[src/rtl/ram_fifo_pkg.sv]
// Shared constants, address-width helper and output FSM encoding for the
// RAM-backed FIFO controller.
package ram_fifo_pkg;

   localparam int DEFAULT_WIDTH = 8;
   localparam int DEFAULT_DEPTH = 16;

   // Address bits needed to index a RAM of 'depth' words (depth is a power of two)
   function automatic int addr_width(input int depth);
      return (depth > 1) ? $clog2(depth) : 1;
   endfunction

   // Output side: empty register, read in flight, head word held for the consumer
   typedef enum logic [1:0] {
      IDLE  = 2'd0,
      FETCH = 2'd1,
      HOLD  = 2'd2
   } out_state_e;

endpackage

[src/rtl/ram_fifo_ptr.sv]
// Write/read pointers and fill level of the RAM FIFO. The level counts words
// sitting in RAM that have not yet been fetched into the output register.
module ram_fifo_ptr
   import ram_fifo_pkg::*;
#(
   parameter int  DEPTH = DEFAULT_DEPTH,
   localparam int ADDR  = addr_width(DEPTH)
) (
   input  logic            clk,
   input  logic            rst_n,
   input  logic            wr_fire,
   input  logic            fetch,
   output logic [ADDR-1:0] wr_ptr,
   output logic [ADDR-1:0] rd_ptr,
   output logic [ADDR:0]   level
);

   logic [ADDR-1:0] wr_ptr_q, wr_ptr_d;
   logic [ADDR-1:0] rd_ptr_q, rd_ptr_d;
   logic [ADDR:0]   level_q, level_d;

   // Pointers wrap naturally at DEPTH; level moves only when exactly one side is active
   always_comb begin
      wr_ptr_d = wr_ptr_q;
      rd_ptr_d = rd_ptr_q;
      level_d  = level_q;
      if (wr_fire) begin
         wr_ptr_d = wr_ptr_q + ADDR'(1);
      end
      if (fetch) begin
         rd_ptr_d = rd_ptr_q + ADDR'(1);
      end
      case ({wr_fire, fetch})
         2'b10:   level_d = level_q + (ADDR+1)'(1);
         2'b01:   level_d = level_q - (ADDR+1)'(1);
         default: level_d = level_q;
      endcase
   end

   // Pointer and level registers, cleared asynchronously
   always_ff @(posedge clk or negedge rst_n) begin
      if (!rst_n) begin
         wr_ptr_q <= '0;
         rd_ptr_q <= '0;
         level_q  <= '0;
      end else begin
         wr_ptr_q <= wr_ptr_d;
         rd_ptr_q <= rd_ptr_d;
         level_q  <= level_d;
      end
   end

   assign wr_ptr = wr_ptr_q;
   assign rd_ptr = rd_ptr_q;
   assign level  = level_q;

endmodule

[src/rtl/ram_fifo_ctrl.sv]
// FIFO controller that drives an external dual-port RAM: port 1 writes, port 2
// reads. Valid/ready streams on both sides, registered head word on the output.
module ram_fifo_ctrl
   import ram_fifo_pkg::*;
#(
   parameter int  WIDTH = DEFAULT_WIDTH,
   parameter int  DEPTH = DEFAULT_DEPTH,
   localparam int ADDR  = addr_width(DEPTH)
) (
   input  logic             clk,
   input  logic             rst_n,
   input  logic             wr_valid,
   output logic             wr_ready,
   input  logic [WIDTH-1:0] wr_data,
   output logic             rd_valid,
   input  logic             rd_ready,
   output logic [WIDTH-1:0] rd_data,
   output logic [ADDR:0]    level,
   output logic             ram_en1,
   output logic             ram_rd_en1,
   output logic [ADDR-1:0]  ram_addr1,
   output logic [WIDTH-1:0] ram_data_in1,
   output logic             ram_en2,
   output logic             ram_rd_en2,
   output logic [ADDR-1:0]  ram_addr2,
   output logic [WIDTH-1:0] ram_data_in2,
   input  logic [WIDTH-1:0] ram_data_out2
);

   localparam logic [ADDR:0] FULL_LEVEL = (ADDR+1)'(DEPTH);

   logic            wr_fire;
   logic            fetch;
   logic [ADDR-1:0] wr_ptr;
   logic [ADDR-1:0] rd_ptr;

   out_state_e       state_q, state_d;
   logic             rd_valid_q, rd_valid_d;
   logic [WIDTH-1:0] rd_data_q, rd_data_d;

   ram_fifo_ptr #(
      .DEPTH (DEPTH)
   ) u_ptr (
      .clk     (clk),
      .rst_n   (rst_n),
      .wr_fire (wr_fire),
      .fetch   (fetch),
      .wr_ptr  (wr_ptr),
      .rd_ptr  (rd_ptr),
      .level   (level)
   );

   // Handshakes and RAM port muxing; address/data lines rest at zero when idle
   always_comb begin
      wr_ready     = rst_n && (level != FULL_LEVEL);
      wr_fire      = wr_valid && wr_ready;
      ram_en1      = wr_fire;
      ram_rd_en1   = 1'b0;
      ram_addr1    = wr_fire ? wr_ptr : '0;
      ram_data_in1 = wr_fire ? wr_data : '0;
      fetch        = (level != '0) &&
                     ((state_q == IDLE) || ((state_q == HOLD) && rd_ready));
      ram_en2      = fetch;
      ram_rd_en2   = 1'b1;
      ram_addr2    = fetch ? rd_ptr : '0;
      ram_data_in2 = '0;
   end

   // Output FSM: fetch from RAM, capture one cycle later, hold until consumed
   always_comb begin
      state_d    = state_q;
      rd_valid_d = rd_valid_q;
      rd_data_d  = rd_data_q;
      case (state_q)
         IDLE: begin
            if (fetch) begin
               state_d = FETCH;
            end
         end
         FETCH: begin
            state_d    = HOLD;
            rd_valid_d = 1'b1;
            rd_data_d  = ram_data_out2;
         end
         HOLD: begin
            if (rd_ready) begin
               rd_valid_d = 1'b0;
               state_d    = fetch ? FETCH : IDLE;
            end
         end
         default: begin
            state_d    = IDLE;
            rd_valid_d = 1'b0;
         end
      endcase
   end

   // FSM state and output register; an in-flight read is dropped on reset
   always_ff @(posedge clk or negedge rst_n) begin
      if (!rst_n) begin
         state_q    <= IDLE;
         rd_valid_q <= 1'b0;
         rd_data_q  <= '0;
      end else begin
         state_q    <= state_d;
         rd_valid_q <= rd_valid_d;
         rd_data_q  <= rd_data_d;
      end
   end

   assign rd_valid = rd_valid_q;
   assign rd_data  = rd_data_q;

endmodule

[config.mk]
export PLATFORM = sky130hd
export DESIGN_NAME = ram_fifo_ctrl
export DESIGN_NICKNAME = d
export VERILOG_FILES = /design/src/rtl/ram_fifo_pkg.sv /design/src/rtl/ram_fifo_ptr.sv /design/src/rtl/ram_fifo_ctrl.sv
export SDC_FILE = /design/constraint.sdc
export NUM_CORES = 1
export LEC_CHECK = 0
export BUFFER_PORTS_ARGS = -buffer_cell sky130_fd_sc_hd__buf_4
export CORE_MARGIN = 2
export CORE_UTILIZATION = 40
export DETAILED_ROUTE_END_ITERATION = 8
export GPL_TIMING_DRIVEN = 0
export PLACE_DENSITY_LB_ADDON = 0.1
export SYNTH_ARGS = -nofsm -noshare
export SYNTH_HDL_FRONTEND = slang
export SYNTH_SLANG_ARGS = --single-unit
[constraint.sdc]
create_clock -name clk -period 8.4 [get_ports clk]
set_clock_uncertainty 0.1 [all_clocks]
set_input_delay 2.52 -clock clk [delete_from_list [all_inputs] [get_ports clk]]
set_output_delay 2.52 -clock clk [all_outputs]
set_load 0.02 [all_outputs]
=== Word-level counts from Yosys, hierarchy flattened ===
Cells that the tools add are included.

* Output and inout port bits: 43
* Flip-flop bits (word level): 24
* Input port bits: 20
* Logic and storage cells: 38

* $add $sub $neg: 4
* Reductions and logical operators: 10
* Eq/ne operators: 7
* Bitwise gates (word level): 1
* Muxes and demuxes: 10

{| class="wikitable"
|+ Operator list
! operator !! count
|-
| $pmux 5 s2 || 1
|-
| $add 4x1->4 const B || 2
|-
| $mux 4 || 2
|-
| $mux 8 || 1
|-
| $pmux 2 s3 || 1
|-
| $add 5x1->5 const B || 1
|-
| $ne 5x5->1 const B || 1
|-
| $reduce_bool 5->1 || 1
|-
| $sub 5x1->5 const B || 1
|-
| $eq 2x1->1 const B || 2
|-
| $eq 2x2->1 const B || 2
|-
| $logic_and 1x1->1 || 4
|-
| $mux 2 || 2
|-
| $ne 2x2->1 const B || 2
|-
| $reduce_and 2->1 || 2
|-
| $pmux 1 s3 || 1
|-
| $logic_not 2->1 || 1
|-
| $mux 1 || 2
|-
| $reduce_bool 2->1 || 1
|-
| $logic_or 1x1->1 || 1
|-
| $not 1->1 || 1
|}

=== Logic depth before layout (Yosys ltp) ===
* Word-level depth: 7
* Depth in mapped cells: 13
* Depth with buffers taken out: 10

=== Hierarchy ===
Synthesis repeated with hierarchy kept, for this count alone.

* Cell total of the unflattened synthesis: 142
* Area total of the unflattened synthesis: 1488.9 µm²

{| class="wikitable"
|+ By module, submodules not included
! module !! sequential area each (µm²) !! area each (µm²) !! times used !! cells an instance
|-
| ram_fifo_ctrl || 275.3 || 805.8 || 1 || 83
|-
| ram_fifo_ptr || 325.3 || 683.2 || 1 || 59
|}

=== Worst setup path after synthesis ===
OpenSTA, ideal clock, no wires.

* Path type: in2out
* Start: input port rd_ready
* End: output port ram_addr2[0]
* Buffers on the path: 0
* Required time: 5.780 ns
* Cell stages on the path: 3
* Arrival: 3.439 ns
* Path slack: 2.341 ns
* Cell sequence: inv_1 a221oi_4 and2_2

* Word-level cells in the longest chain between the ends: 4

{| class="wikitable"
|+ Ends and longest elaborated chain
! item !! RTL line !! source
|-
| from (decl) || ram_fifo_ctrl.sv:16 || <nowiki>input logic rd_ready,</nowiki>
|-
| $logic_and 1x1->1 || ram_fifo_ctrl.sv:62 || <nowiki>((state_q == IDLE) || ((state_q == HOLD) && rd_ready));</nowiki>
|-
| $logic_or 1x1->1 || ram_fifo_ctrl.sv:62 ||
|-
| $logic_and 1x1->1 || ram_fifo_ctrl.sv:61 || <nowiki>fetch = (level != '0) &&</nowiki>
|-
| named net ram_en2 || ram_fifo_ctrl.sv:23 || <nowiki>output logic ram_en2,</nowiki>
|-
| $mux 4 || ram_fifo_ctrl.sv:65 || <nowiki>ram_addr2 = fetch ? rd_ptr : '0;</nowiki>
|-
| to (decl) || ram_fifo_ctrl.sv:25 || <nowiki>output logic [ADDR-1:0] ram_addr2,</nowiki>
|}

The timed path passes the listed nets, and every way through them passes these cells.

=== Worst setup path in the final report ===
* Start: input port rst_n
* End: output port ram_data_in1[6]

* Word-level cells in the longest chain between the ends: 3

{| class="wikitable"
|+ Ends and longest elaborated chain
! item !! RTL line !! source
|-
| from (decl) || ram_fifo_ctrl.sv:11 || <nowiki>input logic rst_n,</nowiki>
|-
| $logic_and 1x1->1 || ram_fifo_ctrl.sv:55 || <nowiki>wr_ready = rst_n && (level != FULL_LEVEL);</nowiki>
|-
| $logic_and 1x1->1 || ram_fifo_ctrl.sv:56 || <nowiki>wr_fire = wr_valid && wr_ready;</nowiki>
|-
| $mux 8 || ram_fifo_ctrl.sv:60 || <nowiki>ram_data_in1 = wr_fire ? wr_data : '0;</nowiki>
|-
| to (decl) || ram_fifo_ctrl.sv:22 || <nowiki>output logic [WIDTH-1:0] ram_data_in1,</nowiki>
|}

Every way passes these cells.

==> metrics.md <==
| Metric | Value |
|---|---|
| Post-synth EDFFs | 0 |
| Fmax | 157 MHz |
| Wire per inst | 11.0 um |
| Die W | 62.3 um |
| Crit path required time | 5.78 ns |
| CTS tree | built |
| Crit-path slowest cell | a211oi_4 |
| Congestion Overflow GR | 0 |
| Ant. Diodes | 0 |
| Initial cell density of the core | 41.3% |
| Worst setup EP type | output port |
| P_leak | 0.933 nW |
| Critical Path Max Stage Delay | 0.35 ns |
| Routing usage on met1 | 15.7% |
| Global Route Usage Sum | 13.6% |
| Setup TNS | 0 ns |
| Antenna viol nets, final | 0 |
| Clock Sinks | 24 |
| Type of origin of the critical path | input port |
| Critical path's most frequent cell | buf_4 |
| Cells after Synth | 117 |
| Fraction of layout cells with a size suffix above 1 | 49.2% |
| DRT Pass-1 Iters | 3 |
| # rows | 21 |
| Met3 usage | 5.62% |
| DRT Wirelength | 2500 um |
| Worst-case reg-to-reg path depth | 12 |
| Buf/Inv on CP | 4 |
| Synthesis Warnings | 0 |
| Worst Hold Class | register to register |
| Slew Limit Fails | 0 |
| Final #Nets | 207 |
| Met2 Use GR | 23.1% |
| Worst VDD drop | 0.199 mV |
| Sequential area share after synthesis | 44.2% |
| Syn Area/Cell | 11.6 sq um |
| Status | complete, no violations |
| Vias per inst | 4.50 |
| WP data arrival | 3.75 ns |
| Final setup fails | 0 |
| Final cell count without fillers | 227 |
| CP Class | input port to output port |
| Vias in the first global route | 944 |
| Post-Syn Area | 1360 sq um |
| Core area | 3280 sq um |
| PostCTS Resize Cnt | 0 |
| Top Usage Layer GRT | met2 |
| Input/output buffers | 52 |
| I/O pins | 63 |
| Die height | 62.3 um |
| Initial antenna violation count | 0 |
| RSZ-0062 raised after global routing | false |
| WHS Path Cells | 1 |
| Multi-input gate area | 667 sq um |
| Clock Latency Late Sink | 0.32 ns |
| Largest net degree at the start of global routing | 26 |
| Fillers | 307 |
| Ys async rst share | 100% |
| Crit-path leading delay family | buffers and inverters |
| Worst-path clk slew | 0.12 ns |
| PwrDens | 383 nW/um^2 |
| Detailed Route Iter0 Violations | 18 |
| Post-DP HPWL | 1970 um |
| Crit Path Max Fanout | 25 |
| TritonCTS Buffers | 3 |
| Area growth from synthesis to layout | 39.1% |
| Final count of hold timing violations | 0 |
| Synth cell types | 33 |
| Max-cap viol count | 0 |
| Worst slew pin tran | 0.502 ns |
| Synth area leaders | dfrtp_1 (44%), mux2_2 (7.5%), and2_1 (5.5%) |
| Worst slew margin | 66.5% |
| Flop-to-flop setup slack | 5.40 ns |
| Vias | 1022 |
| H-tree depth | 1 |
| Area leader, netlist | dfrtp_1 |
| Cell depth of the worst setup path | 6 |
| CTS root buf | clkbuf_4 |
| Synth top area share | 44.2% |
| Max Root-Sink Buffers | 2 |
| Crit path cell chain | buf_4 > inv_1 > a211oi_4 > buf_6 > and2_1 > buf_4 |
| Die area | 3880 sq um |
| Final period util | 75.9% |
| DRC violations left | 0 |
| Top-count cell post-synth | dfrtp_1 |
| Hold Buf Count CTS | 0 |
| #FFs+latches synth | 24 |
| Final RePlAce weighted congestion | 0.764 |
| First-pass GRT wire length | 4260 um |
| Final min period | 6.37 ns |
| Register area | 601 sq um |
| Prevailing post-synth register cell | dfrtp_1 |
| Commonest cells post-synth | dfrtp_1 (24), and2_1 (12), buf_4 (10) |
| Dpl cells | 223 |
| Post-CTS setup buffers | 0 |
==> flip-flops by register name, indices dropped and copies added (netlist names) <==
name          flops
rd_data           8
u_ptr.level       5
state_q           2
u_ptr.wr_ptr      4
u_ptr.rd_ptr      4
rd_valid          1
==> cells by family after synthesis <==
group | count (synthesis) | synth area share, %
AND/OR/NAND/NOR | 29 | 14.7
flip-flops | 24 | 44.2
buffers and inverters | 19 | 8.85
AO/OA/AOI/OAI | 15 | 9.68
XOR/XNOR | 12 | 7.74
multiplexers | 11 | 9.68
adder cells (fa/ha/maj) | 5 | 4.61
other | 2 | 0.553
==> final cells by class <==
type | instances | share of cell area (%)
well taps | 46 | 3.05
plain buffers | 14 | 5.37
clock inverters | 1 | 1.59
clock buffers | 3 | 1.19
inverters | 5 | 0.994
flip-flops and latches | 24 | 31.8
multi-input cells | 82 | 35.3
repair buffers | 52 | 20.7
==> power breakdown <==
group	switching [mW]	internal [mW]	leakage [nW]
Combinational	0.200	0.205	0.624
Sequential	0.0595	0.178	0.281
Clock	0.0342	0.0483	0.0279
Total	0.293	0.431	0.933
==> cells in the final DEF (no fill, tap or decap) <==
cell type and count:
mux2_4 2, o21ai_0 1, a211o_1 1, o32ai_1 1, or4b_1 1, a211oi_4 1
o21a_1 1, a221oi_4 1, nand4_1 2, ha_1 5, inv_1 5, nor2b_1 2
xor2_1 6, buf_4 62, a221oi_1 1, or3_2 1, a21oi_1 5, nor4_4 1
conb_1 10, nand2_1 2, nor3b_1 1, and2b_1 1, mux2_2 9, buf_2 3
nor2_1 2, bufinv_16 1, xnor2_1 6, clkbuf_4 3, dfrtp_1 24, buf_6 1
a31oi_1 1, and2_1 12, a211oi_1 1, a21o_1 1, and2_2 4
==> per-layer routing <==
layer	vias up	wire length (um)
met4	0	31
met2	33	1270
met5	-	0
li1	503	-
met3	4	188
met1	482	1010
==> path summary, 6_finish.rpt <==
| check | end | start |
|---|---|---|
| min in group asynchronous | rd_data[7] | rst_n |
| max in group asynchronous | rd_valid | rst_n |
| min reg2reg | u_ptr.rd_ptr[3] | u_ptr.rd_ptr[3] |
| max reg2reg | u_ptr.level[4] | u_ptr.level[3] |
| min | u_ptr.rd_ptr[3] | u_ptr.rd_ptr[3] |
| max | ram_data_in1[6] | rst_n |
==> per-stage QoR <==
| step | utilization [%] | total power, mW | hold WS (ns) | cell area, sq um | worst slack (ns) |
|---|---|---|---|---|---|
| 3_5_place_dp | 55.9 | 0.650 | 0.361 | 1840 | 1.98 |
| 4_1_cts | 57.5 | 0.736 | 0.379 | 1890 | 1.98 |
| 3_3_place_gp | 55.9 | 0.636 | 0.354 | 1840 | 2.01 |
| 6_report | 57.5 | 0.724 | 0.381 | 1890 | 2.03 |
| 5_1_grt | 57.5 | 0.782 | 0.420 | 1890 | 1.86 |
| 2_1_floorplan | - | 0.513 | 0.337 | 1390 | 2.34 |
Note: power is estimated with default switching activity, not from simulation.
